**config.mk**
```make
export PLATFORM = sky130hd
export DESIGN_NAME = mc_control_fsm
export DESIGN_NICKNAME = d
export VERILOG_FILES = /design/src/rtl/mc_ctrl_pkg.sv /design/src/rtl/mc_alu_ctrl.sv /design/src/rtl/mc_control_fsm.sv
export SDC_FILE = /design/constraint.sdc
export NUM_CORES = 1
export LEC_CHECK = 0
export BUFFER_PORTS_ARGS = -buffer_cell sky130_fd_sc_hd__buf_2
export CAP_MARGIN = 20
export CORE_ASPECT_RATIO = 1.2
export CORE_MARGIN = 2
export CORE_UTILIZATION = 45
export CTS_CLUSTER_SIZE = 10
export DETAILED_ROUTE_END_ITERATION = 10
export GPL_TIMING_DRIVEN = 0
export PLACE_DENSITY = 0.78
export REMOVE_ABC_BUFFERS = 1
export SYNTH_ARGS = -nofsm -noshare
export SYNTH_HDL_FRONTEND = slang
export SYNTH_SLANG_ARGS = --single-unit
```
**constraint.sdc**
```tcl
create_clock -name clk -period 1.9 [get_ports clk]
set_clock_uncertainty 0.2 [all_clocks]
set_input_delay 0.475 -clock clk [delete_from_list [all_inputs] [get_ports clk]]
set_output_delay 0.475 -clock clk [all_outputs]
set_load 0.05 [all_outputs]
```
**src/rtl/mc_ctrl_pkg.sv**
```systemverilog
// Shared constants for the multicycle control unit: state encoding,
// ALU operation codes, and opcode/funct values decoded from the IR.
package mc_ctrl_pkg;

   typedef enum logic [3:0] {
      S_IDLE   = 4'd0,
      S_FETCH  = 4'd1,
      S_DECODE = 4'd2,
      S_MEMADR = 4'd3,
      S_MEMRD  = 4'd4,
      S_MEMWB  = 4'd5,
      S_MEMWR  = 4'd6,
      S_EXEC   = 4'd7,
      S_ALUWB  = 4'd8,
      S_BRANCH = 4'd9,
      S_IEXEC  = 4'd10,
      S_IWB    = 4'd11,
      S_JUMP   = 4'd12,
      S_TRAP   = 4'd13
   } state_t;

   localparam logic [3:0] ALU_AND  = 4'b0000;
   localparam logic [3:0] ALU_OR   = 4'b0001;
   localparam logic [3:0] ALU_ADD  = 4'b0010;
   localparam logic [3:0] ALU_XOR  = 4'b0011;
   localparam logic [3:0] ALU_SUB  = 4'b0110;
   localparam logic [3:0] ALU_SLT  = 4'b0111;
   localparam logic [3:0] ALU_SLTU = 4'b1000;
   localparam logic [3:0] ALU_NOR  = 4'b1100;
   localparam logic [3:0] ALU_LUI  = 4'b1101;

   localparam logic [5:0] OP_RTYPE = 6'b000000;
   localparam logic [5:0] OP_J     = 6'b000010;
   localparam logic [5:0] OP_BEQ   = 6'b000100;
   localparam logic [5:0] OP_BNE   = 6'b000101;
   localparam logic [5:0] OP_ADDI  = 6'b001000;
   localparam logic [5:0] OP_ADDIU = 6'b001001;
   localparam logic [5:0] OP_SLTI  = 6'b001010;
   localparam logic [5:0] OP_SLTIU = 6'b001011;
   localparam logic [5:0] OP_ANDI  = 6'b001100;
   localparam logic [5:0] OP_ORI   = 6'b001101;
   localparam logic [5:0] OP_XORI  = 6'b001110;
   localparam logic [5:0] OP_LUI   = 6'b001111;
   localparam logic [5:0] OP_LW    = 6'b100011;
   localparam logic [5:0] OP_SW    = 6'b101011;

   localparam logic [5:0] FN_ADD  = 6'b100000;
   localparam logic [5:0] FN_ADDU = 6'b100001;
   localparam logic [5:0] FN_SUB  = 6'b100010;
   localparam logic [5:0] FN_SUBU = 6'b100011;
   localparam logic [5:0] FN_AND  = 6'b100100;
   localparam logic [5:0] FN_OR   = 6'b100101;
   localparam logic [5:0] FN_XOR  = 6'b100110;
   localparam logic [5:0] FN_NOR  = 6'b100111;
   localparam logic [5:0] FN_SLT  = 6'b101010;
   localparam logic [5:0] FN_SLTU = 6'b101011;

   // All eight opcodes 001000..001111 are immediate ALU instructions.
   function automatic logic is_itype(input logic [5:0] op);
      return op[5:3] == 3'b001;
   endfunction

endpackage

```
**src/rtl/mc_alu_ctrl.sv**
```systemverilog
// Combinational ALU-control decoder: R-type funct or I-type opcode to ALU code,
// immediate zero-extension select, and R-type funct legality.
module mc_alu_ctrl
   import mc_ctrl_pkg::*;
(
   input  logic [5:0] op,
   input  logic [5:0] funct,
   output logic [3:0] alu_code,
   output logic       imm_zext,
   output logic       funct_legal
);

   always_comb begin
      alu_code    = ALU_ADD;
      imm_zext    = 1'b0;
      funct_legal = 1'b0;
      if (op == OP_RTYPE) begin
         funct_legal = 1'b1;
         case (funct)
            FN_ADD, FN_ADDU: alu_code = ALU_ADD;
            FN_SUB, FN_SUBU: alu_code = ALU_SUB;
            FN_AND:          alu_code = ALU_AND;
            FN_OR:           alu_code = ALU_OR;
            FN_XOR:          alu_code = ALU_XOR;
            FN_NOR:          alu_code = ALU_NOR;
            FN_SLT:          alu_code = ALU_SLT;
            FN_SLTU:         alu_code = ALU_SLTU;
            default:         funct_legal = 1'b0;
         endcase
      end else begin
         case (op)
            OP_ADDI, OP_ADDIU: alu_code = ALU_ADD;
            OP_SLTI:           alu_code = ALU_SLT;
            OP_SLTIU:          alu_code = ALU_SLTU;
            OP_ANDI: begin alu_code = ALU_AND; imm_zext = 1'b1; end
            OP_ORI:  begin alu_code = ALU_OR;  imm_zext = 1'b1; end
            OP_XORI: begin alu_code = ALU_XOR; imm_zext = 1'b1; end
            OP_LUI:            alu_code = ALU_LUI;
            default:           alu_code = ALU_ADD;
         endcase
      end
   end

endmodule

```
**src/rtl/mc_control_fsm.sv**
```systemverilog
// Multicycle MIPS-style control unit: state machine driving datapath controls,
// sticky illegal-instruction trap and retired-instruction counter.
module mc_control_fsm
   import mc_ctrl_pkg::*;
#(
   parameter int ALUOP_W     = 4,
   parameter int MEM_WAIT_EN = 1,
   parameter int CNT_W       = 16
) (
   input  logic               clk,
   input  logic               rst_n,
   input  logic [5:0]         op,
   input  logic [5:0]         funct,
   input  logic               zero,
   input  logic               mem_ready,
   output logic               pc_write,
   output logic               ir_write,
   output logic               mem_read,
   output logic               mem_write,
   output logic               iord,
   output logic               reg_write,
   output logic               reg_dst,
   output logic               mem_to_reg,
   output logic               alu_src_a,
   output logic               imm_zext,
   output logic [1:0]         alu_src_b,
   output logic [1:0]         pc_src,
   output logic [ALUOP_W-1:0] alu_ctrl,
   output logic [3:0]         state,
   output logic               illegal_op,
   output logic               instr_done,
   output logic [CNT_W-1:0]   instr_count
);

   state_t           state_reg, state_next;
   logic             illegal_reg;
   logic [CNT_W-1:0] count_reg;
   logic [3:0]       alu_sel;
   logic [3:0]       dec_alu_code;
   logic             dec_imm_zext;
   logic             dec_funct_legal;
   logic             mem_ok;

   assign mem_ok = (MEM_WAIT_EN != 0) ? mem_ready : 1'b1;

   mc_alu_ctrl u_alu_ctrl (
      .op          (op),
      .funct       (funct),
      .alu_code    (dec_alu_code),
      .imm_zext    (dec_imm_zext),
      .funct_legal (dec_funct_legal)
   );

   always_ff @(posedge clk or negedge rst_n) begin
      if (!rst_n) begin
         state_reg   <= S_IDLE;
         illegal_reg <= 1'b0;
         count_reg   <= '0;
      end else begin
         state_reg   <= state_next;
         illegal_reg <= illegal_reg | (state_next == S_TRAP);
         if (instr_done)
            count_reg <= count_reg + CNT_W'(1);
      end
   end

   always_comb begin
      state_next = state_reg;
      pc_write   = 1'b0;
      ir_write   = 1'b0;
      mem_read   = 1'b0;
      mem_write  = 1'b0;
      iord       = 1'b0;
      reg_write  = 1'b0;
      reg_dst    = 1'b0;
      mem_to_reg = 1'b0;
      alu_src_a  = 1'b0;
      imm_zext   = 1'b0;
      alu_src_b  = 2'b00;
      pc_src     = 2'b00;
      alu_sel    = ALU_AND;
      instr_done = 1'b0;
      case (state_reg)
         S_IDLE: state_next = S_FETCH;
         S_FETCH: begin
            mem_read  = 1'b1;
            alu_src_b = 2'b01;
            alu_sel   = ALU_ADD;
            ir_write  = mem_ok;
            pc_write  = mem_ok;
            if (mem_ok) state_next = S_DECODE;
         end
         S_DECODE: begin
            // Speculatively compute the branch target while the opcode is decoded.
            alu_src_b = 2'b11;
            alu_sel   = ALU_ADD;
            case (op)
               OP_LW, OP_SW:   state_next = S_MEMADR;
               OP_RTYPE:       state_next = dec_funct_legal ? S_EXEC : S_TRAP;
               OP_BEQ, OP_BNE: state_next = S_BRANCH;
               OP_J:           state_next = S_JUMP;
               default:        state_next = is_itype(op) ? S_IEXEC : S_TRAP;
            endcase
         end
         S_MEMADR: begin
            alu_src_a  = 1'b1;
            alu_src_b  = 2'b10;
            alu_sel    = ALU_ADD;
            state_next = (op == OP_SW) ? S_MEMWR : S_MEMRD;
         end
         S_MEMRD: begin
            mem_read = 1'b1;
            iord     = 1'b1;
            if (mem_ok) state_next = S_MEMWB;
         end
         S_MEMWB: begin
            reg_write  = 1'b1;
            mem_to_reg = 1'b1;
            instr_done = 1'b1;
            state_next = S_FETCH;
         end
         S_MEMWR: begin
            mem_write  = 1'b1;
            iord       = 1'b1;
            instr_done = mem_ok;
            if (mem_ok) state_next = S_FETCH;
         end
         S_EXEC: begin
            alu_src_a  = 1'b1;
            alu_sel    = dec_alu_code;
            state_next = S_ALUWB;
         end
         S_ALUWB: begin
            reg_write  = 1'b1;
            reg_dst    = 1'b1;
            instr_done = 1'b1;
            state_next = S_FETCH;
         end
         S_BRANCH: begin
            alu_src_a  = 1'b1;
            alu_sel    = ALU_SUB;
            pc_src     = 2'b01;
            pc_write   = (op == OP_BNE) ? ~zero : zero;
            instr_done = 1'b1;
            state_next = S_FETCH;
         end
         S_IEXEC: begin
            alu_src_a  = 1'b1;
            alu_src_b  = 2'b10;
            alu_sel    = dec_alu_code;
            imm_zext   = dec_imm_zext;
            state_next = S_IWB;
         end
         S_IWB: begin
            reg_write  = 1'b1;
            instr_done = 1'b1;
            state_next = S_FETCH;
         end
         S_JUMP: begin
            pc_src     = 2'b10;
            pc_write   = 1'b1;
            instr_done = 1'b1;
            state_next = S_FETCH;
         end
         S_TRAP:  state_next = S_TRAP;
         default: state_next = S_TRAP;
      endcase
   end

   assign alu_ctrl    = ALUOP_W'(alu_sel);
   assign state       = state_reg;
   assign illegal_op  = illegal_reg;
   assign instr_count = count_reg;

endmodule

```
==> results of run 1 <==
[worst min path at each step]
stage	from	end	slack, ns	cells after the start
floorplan	rst_n	illegal_op	-0.02	0
global placement	rst_n	instr_count[15]	0.25	1
detailed placement	rst_n	instr_count[15]	0.25	1
CTS	illegal_op	illegal_op	0.27	1
global route	instr_count[6]	instr_count[6]	0.31	1
finish	instr_count[10]	instr_count[10]	0.29	1
[per-stage QoR]
stage	utilization, %	area (um^2)
6_report	87.4	2970
5_1_grt	87.4	2970
4_1_cts	77.9	2640
3_5_place_dp	55.6	1890
3_3_place_gp	55.6	1890
2_1_floorplan	-	1570
[per-layer routing]
| layer | global-route usage [%] | wire [um] |
|---|---|---|
| met1 | 37.1 | 2790 |
| met2 | 54.9 | 3920 |
| met3 | 5.22 | 688 |
| met4 | 15.7 | 713 |
| met5 | 0 | 0 |
[area by class of cell]
class	instances	area [um^2]
multi-input combinational	144	1400
timing repair buffer	101	910
sequential	21	533
fill	151	427
tap	37	46.3
clock buffer	3	41.3
inverter	7	38.8
clock inverter	1	5.00
[cells by family after synthesis]
group | share of synthesized area (%)
AO/OA/AOI/OAI | 23.4
XOR/XNOR | 9.20
adder cells (fa/ha/maj) | 0.773
buffers and inverters | 4.87
flip-flops | 32.5
multiplexers | 2.17
AND/OR/NAND/NOR | 27.1
[Yosys cell counts, types with 3 or more instances]
master	instances
nor2_1	12
inv_1	6
xnor2_1	4
o22ai_1	3
xor2_1	13
a211oi_1	4
buf_2	6
nand2b_1	5
nand4_1	4
dfrtp_1	21
nand3_1	6
nor2b_1	6
a21oi_1	11
o221ai_1	4
and3_1	3
nand2_1	13
[timing repair]
action | in CTS | in global routing
hold endpoints to repair | 21 | 0
resized for setup | 123 | 50
hold buffers | 1 | 0
buffers inserted | 31 | 15
endpoints found under the setup margin | 43 | 39
pin swaps | 24 | 14
[report_power, final]
| group | switching [mW] | total (mW) | internal (mW) |
|---|---|---|---|
| sequential | 0.224 | 0.806 | 0.582 |
| clock | 0.162 | 0.309 | 0.147 |
| combinational | 2.42 | 3.97 | 1.55 |
==> impl_metrics.ini, run 1 <==
[worst_setup_path]
crit_chain = buf_4 > or2_4 > buf_4 > a2111oi_0 > or4_4 > a31o_1
crit_top_cell = buf_4
slowest_delay_ns = 0.55
r2r-start = state[2]
worstSetupPathDepth = 6
cp_max_fo = 6
crit_slowest_cell = a2111oi_0
required_ns = 1.90
worst-endpoint-arrival_ns = 2.42
worstReg2RegEnd = illegal_op
cp_top_family = compound AO/OA/AOI/OAI gates
reg2reg_depth = 6
crit_path_end_kind = flop
critPathBufInv = 2
critPathLaunch = state[2]
rrSetupSlack_ns = -0.53
cp-start-kind = flop
crit_end = illegal_op
worstSetupPathType = reg2reg

[routing]
firstDrtPassIters = 8
vias = 2148
drtIter0Drc = 206
drc = 6
wirelength_mm = 8.11
routedWlPerCell_um = 25.8
via_per_inst = 6.84
drtAntennaViolNets = 0

[global_route]
grt-ovfl-total = 0
antenna_found_initial = 0
first_global_vias = 1984
grt_start_max_net_pins = 22
grt_usage_pct = 32.0
grt_first_pass_wirelength_mm = 10.1

[power]
p_leak_nw = 1.19
vdd_drop_max_mv = 1.67
powerDensity_mw_per_mm2 = 1710
power.total_mw = 5.09

[synthesis]
netlist_area_mm2 = 0.00162
yosysSeqAreaShare_pct = 32.5
synth_area_leaders = dfrtp_1 (32%), xor2_1 (7.0%), a21oi_1 (3.4%)
synth-main-ff-cell = dfrtp_1
syn_inst = 182
ys_async_sr_fraction_pct = 100
synthDistinctLibCells = 64
syn_area_per_cell_um2 = 8.89
ys_warn_count = 0
synth_top_area_share_pct = 32.5
synth_largest_area_cell = dfrtp_1
synth_edf_count = 0
ys_ff_latch = 21

[floorplanning]
dieArea_mm2 = 0.00409
start_util_pct = 47.6
fp.dieH_um = 69.7
floorplan.rows = 23
core_mm2 = 0.00340
io_pins = 56
die_width_um = 58.7

[placement]
gp_congestion = 0.879
pre_cts_slack_ns = -0.631
dp_cells = 264
io_buffers = 55
dp_hpwl_mm = 2.87

[sta]
setup-tns-final_ns = -8.46
slew_headroom_pct = 53.1
timing.hold.ws_ns = 0.290
fin_crit_ns = 2.43
rsz0062_at_grt = true
max_freq_mhz = 412
fin_ws_ns = -0.526
period_share_pct = 128
setup_violations = 36
worst_pin_slew_ns = 0.686
slew_viol_final = 0
finalHoldViolations = 0

[clock_network]
cts-root-buf = clkbuf_8
clock_path_buffers = 2
cts_tree = yes
clkSlewWorstSetupHoldPaths_ns = 0.09
htreeDepth = 1
cts_num_sinks = 21
cts_buffers = 3
clkLatencyLatePin_ns = 0.27

[finish]
area.growth.synth_to_final_pct = 83.5
layout_common_cells = buf_4 (32), buf_6 (31), buf_2 (26)
fin_cells = 314
drive_gt1_share_pct = 61.7
final_common_cell = buf_4
layout.nets = 295
largest_reg_flops = 16
n_antenna_cell = 0

[job]
max_cap_violations = 0

[hold_path]
hold_path_class = reg2reg

[status]
status = complete, but fails checks
violations = DRC, setup timing
No activity file was read; power rests on OpenSTA's default activity.
==> run 2, diff against run 1 <==
--- a/config.mk
+++ b/config.mk
@@ -16,4 +16,5 @@
 export PLACE_DENSITY = 0.78
 export REMOVE_ABC_BUFFERS = 1
+export SKIP_LAST_GASP = 1
 export SYNTH_ARGS = -nofsm -noshare
 export SYNTH_HDL_FRONTEND = slang
==> constraint.sdc (replaced) <==
create_clock -name clk -period 1.9 [get_ports clk]
set_clock_uncertainty 0.2 [all_clocks]
set_input_delay 0.19 -clock clk [delete_from_list [all_inputs] [get_ports clk]]
set_output_delay 0.19 -clock clk [all_outputs]
set_load 0.05 [all_outputs]
==> run 2 against run 1 <==
Against the previous run: the run still ends with DRC, setup timing left; clock-buffer cell count stayed put; non-clock buffer count is 22 lower; routed wire length is 34% lower; largest cell class unchanged; global-route usage is 7.7 points lower; sequential power is 3.1% lower; utilization is 15 points lower; sequential share of layout area is 3.7 points higher; worst setup slack better by 0.38 ns.
==> impl_metrics.ini, run 2 (synthesized netlist as in run 1, its figures left out) <==
[power]
vdd_drop_max_mv = 1.61
p_leak_nw = 1.01
powerDensity_mw_per_mm2 = 1750

[worst_setup_path]
cp_max_fo = 5
required_ns = 1.51
rrSetupSlack_ns = -0.12
crit_path_end_kind = primary output
r2r-start = state[0]
worstReg2RegEnd = illegal_op
worst-endpoint-arrival_ns = 1.66
reg2reg_depth = 5
crit_top_cell = buf_4
slowest_delay_ns = 0.48
crit_chain = buf_4 > nor2_1 > a31oi_1 > a21oi_1 > buf_4
worstSetupPathType = reg2out
cp-start-kind = flop
crit_slowest_cell = dfrtp_2

[global_route]
first_global_vias = 1710
grt_first_pass_wirelength_mm = 7.97
grt_usage_pct = 24.3
grt_start_max_net_pins = 22
antenna_found_initial = 0
grt-ovfl-total = 0

[finish]
fin_cells = 293
final_core_util_pct = 72.5
layout.nets = 274
layout_common_cells = buf_2 (36), buf_4 (22), dfrtp_1 (17)
final_common_cell = buf_2
drive_gt1_share_pct = 53.1
area.growth.synth_to_final_pct = 52.2
n_antenna_cell = 0
largest_reg_flops = 16

[floorplanning]
dieArea_mm2 = 0.00409
floorplan.rows = 23
die_width_um = 58.7
core_mm2 = 0.00340
io_pins = 56
start_util_pct = 47.6
fp.dieH_um = 69.7

[clock_network]
cts-root-buf = clkbuf_8
clkSlewWorstSetupHoldPaths_ns = 0.08
htreeDepth = 1
cts_num_sinks = 21
clkLatencyLatePin_ns = 0.26
cts_tree = yes
cts_buffers = 3
clock_path_buffers = 2

[routing]
drc = 6
wl_met1_mm = 2.10
routedWlPerCell_um = 18.2
wl_met2_mm = 2.78
via_per_inst = 6.29
wirelength_mm = 5.35
wl_met3_um = 307
drtAntennaViolNets = 0
drtIter0Drc = 94
vias = 1842
highest_layer = met4
firstDrtPassIters = 7

[sta]
fin_ws_ns = -0.146
worst_pin_slew_ns = 0.549
rsz0062_at_grt = true
slew_headroom_pct = 62.5
period_share_pct = 108
fin_crit_ns = 2.05
max_freq_mhz = 489
slew_viol_final = 0
finalHoldViolations = 0
setup_violations = 19
timing.hold.ws_ns = 0.202

[status]
status = complete, but fails checks
violations = DRC, setup timing

[placement]
dp_cells = 264
gp_congestion = 0.879
io_buffers = 55
dp_hpwl_mm = 2.87

[hold_path]
hold_path_class = in2async

[job]
max_cap_violations = 0
-- run 2: where the power goes --
group | total (mW) | switching (mW) | internal, mW
Clock | 0.294 | 0.148 | 0.146
Sequential | 0.781 | 0.199 | 0.583
Combinational | 3.24 | 2.06 | 1.18
-- run 2: worst max-delay path: cells and delay by family (launching register included) --
kind | cells | cell delay (ns)
buf+inv | 2 | 0.38
compound gates | 2 | 0.32
flops | 1 | 0.48
simple gates | 1 | 0.21
-- run 2: stage by stage --
step | power (mW) | worst slack [ns] | TNS, ns | cell area [um^2]
after global routing | 4.48 | -0.203 | -2.67 | 2460
after floorplan | 2.47 | -2.08 | -19.18 | 1570
final | 4.31 | -0.146 | -1.19 | 2460
after CTS | 3.85 | -0.103 | -0.625 | 2240
after detailed placement | 2.97 | -0.473 | -7.84 | 1890
after global placement | 2.95 | -0.463 | -7.42 | 1890
-- run 2: timing repair --
action,4_1_cts,5_1_grt
cloned,0,1
pin swaps,10,8
hold buffers,1,0
setup endpoints to repair,39,32
buffers inserted,18,5
resized for setup,48,45
hold endpoints to repair,21,0
-- run 2: layout make-up --
class                   instances  area [um^2]
fillers                       246          933
multi-input cells             144         1220
repair buffers                 79          581
repair inverters                1         5.00
inverters                       7         30.0
clock buffers                   3         41.3
well taps                      37         46.3
clock inverters                 1         5.00
flip-flops and latches         21          533
-- run 2: how the worst max path moves through the flow --
stage / from / to / slack [ns] / cells after the start
6_report: state[3] / pc_write / -0.15 / 5
5_1_grt: state[3] / pc_write / -0.20 / 5
4_1_cts: state[0] / instr_done / -0.10 / 4
3_5_place_dp: state[3] / illegal_op / -0.47 / 4
3_3_place_gp: state[3] / illegal_op / -0.46 / 4
2_1_floorplan: state[1] / imm_zext / -2.08 / 2
-- run 2: metal layers --
metal | global-route usage (%) | vias to the layer above
met1 | 31.6 | 896
met3 | 2.99 | 21
met5 | 0 | -
met2 | 41.0 | 90
met4 | 7.83 | 0
li1 | - | 835
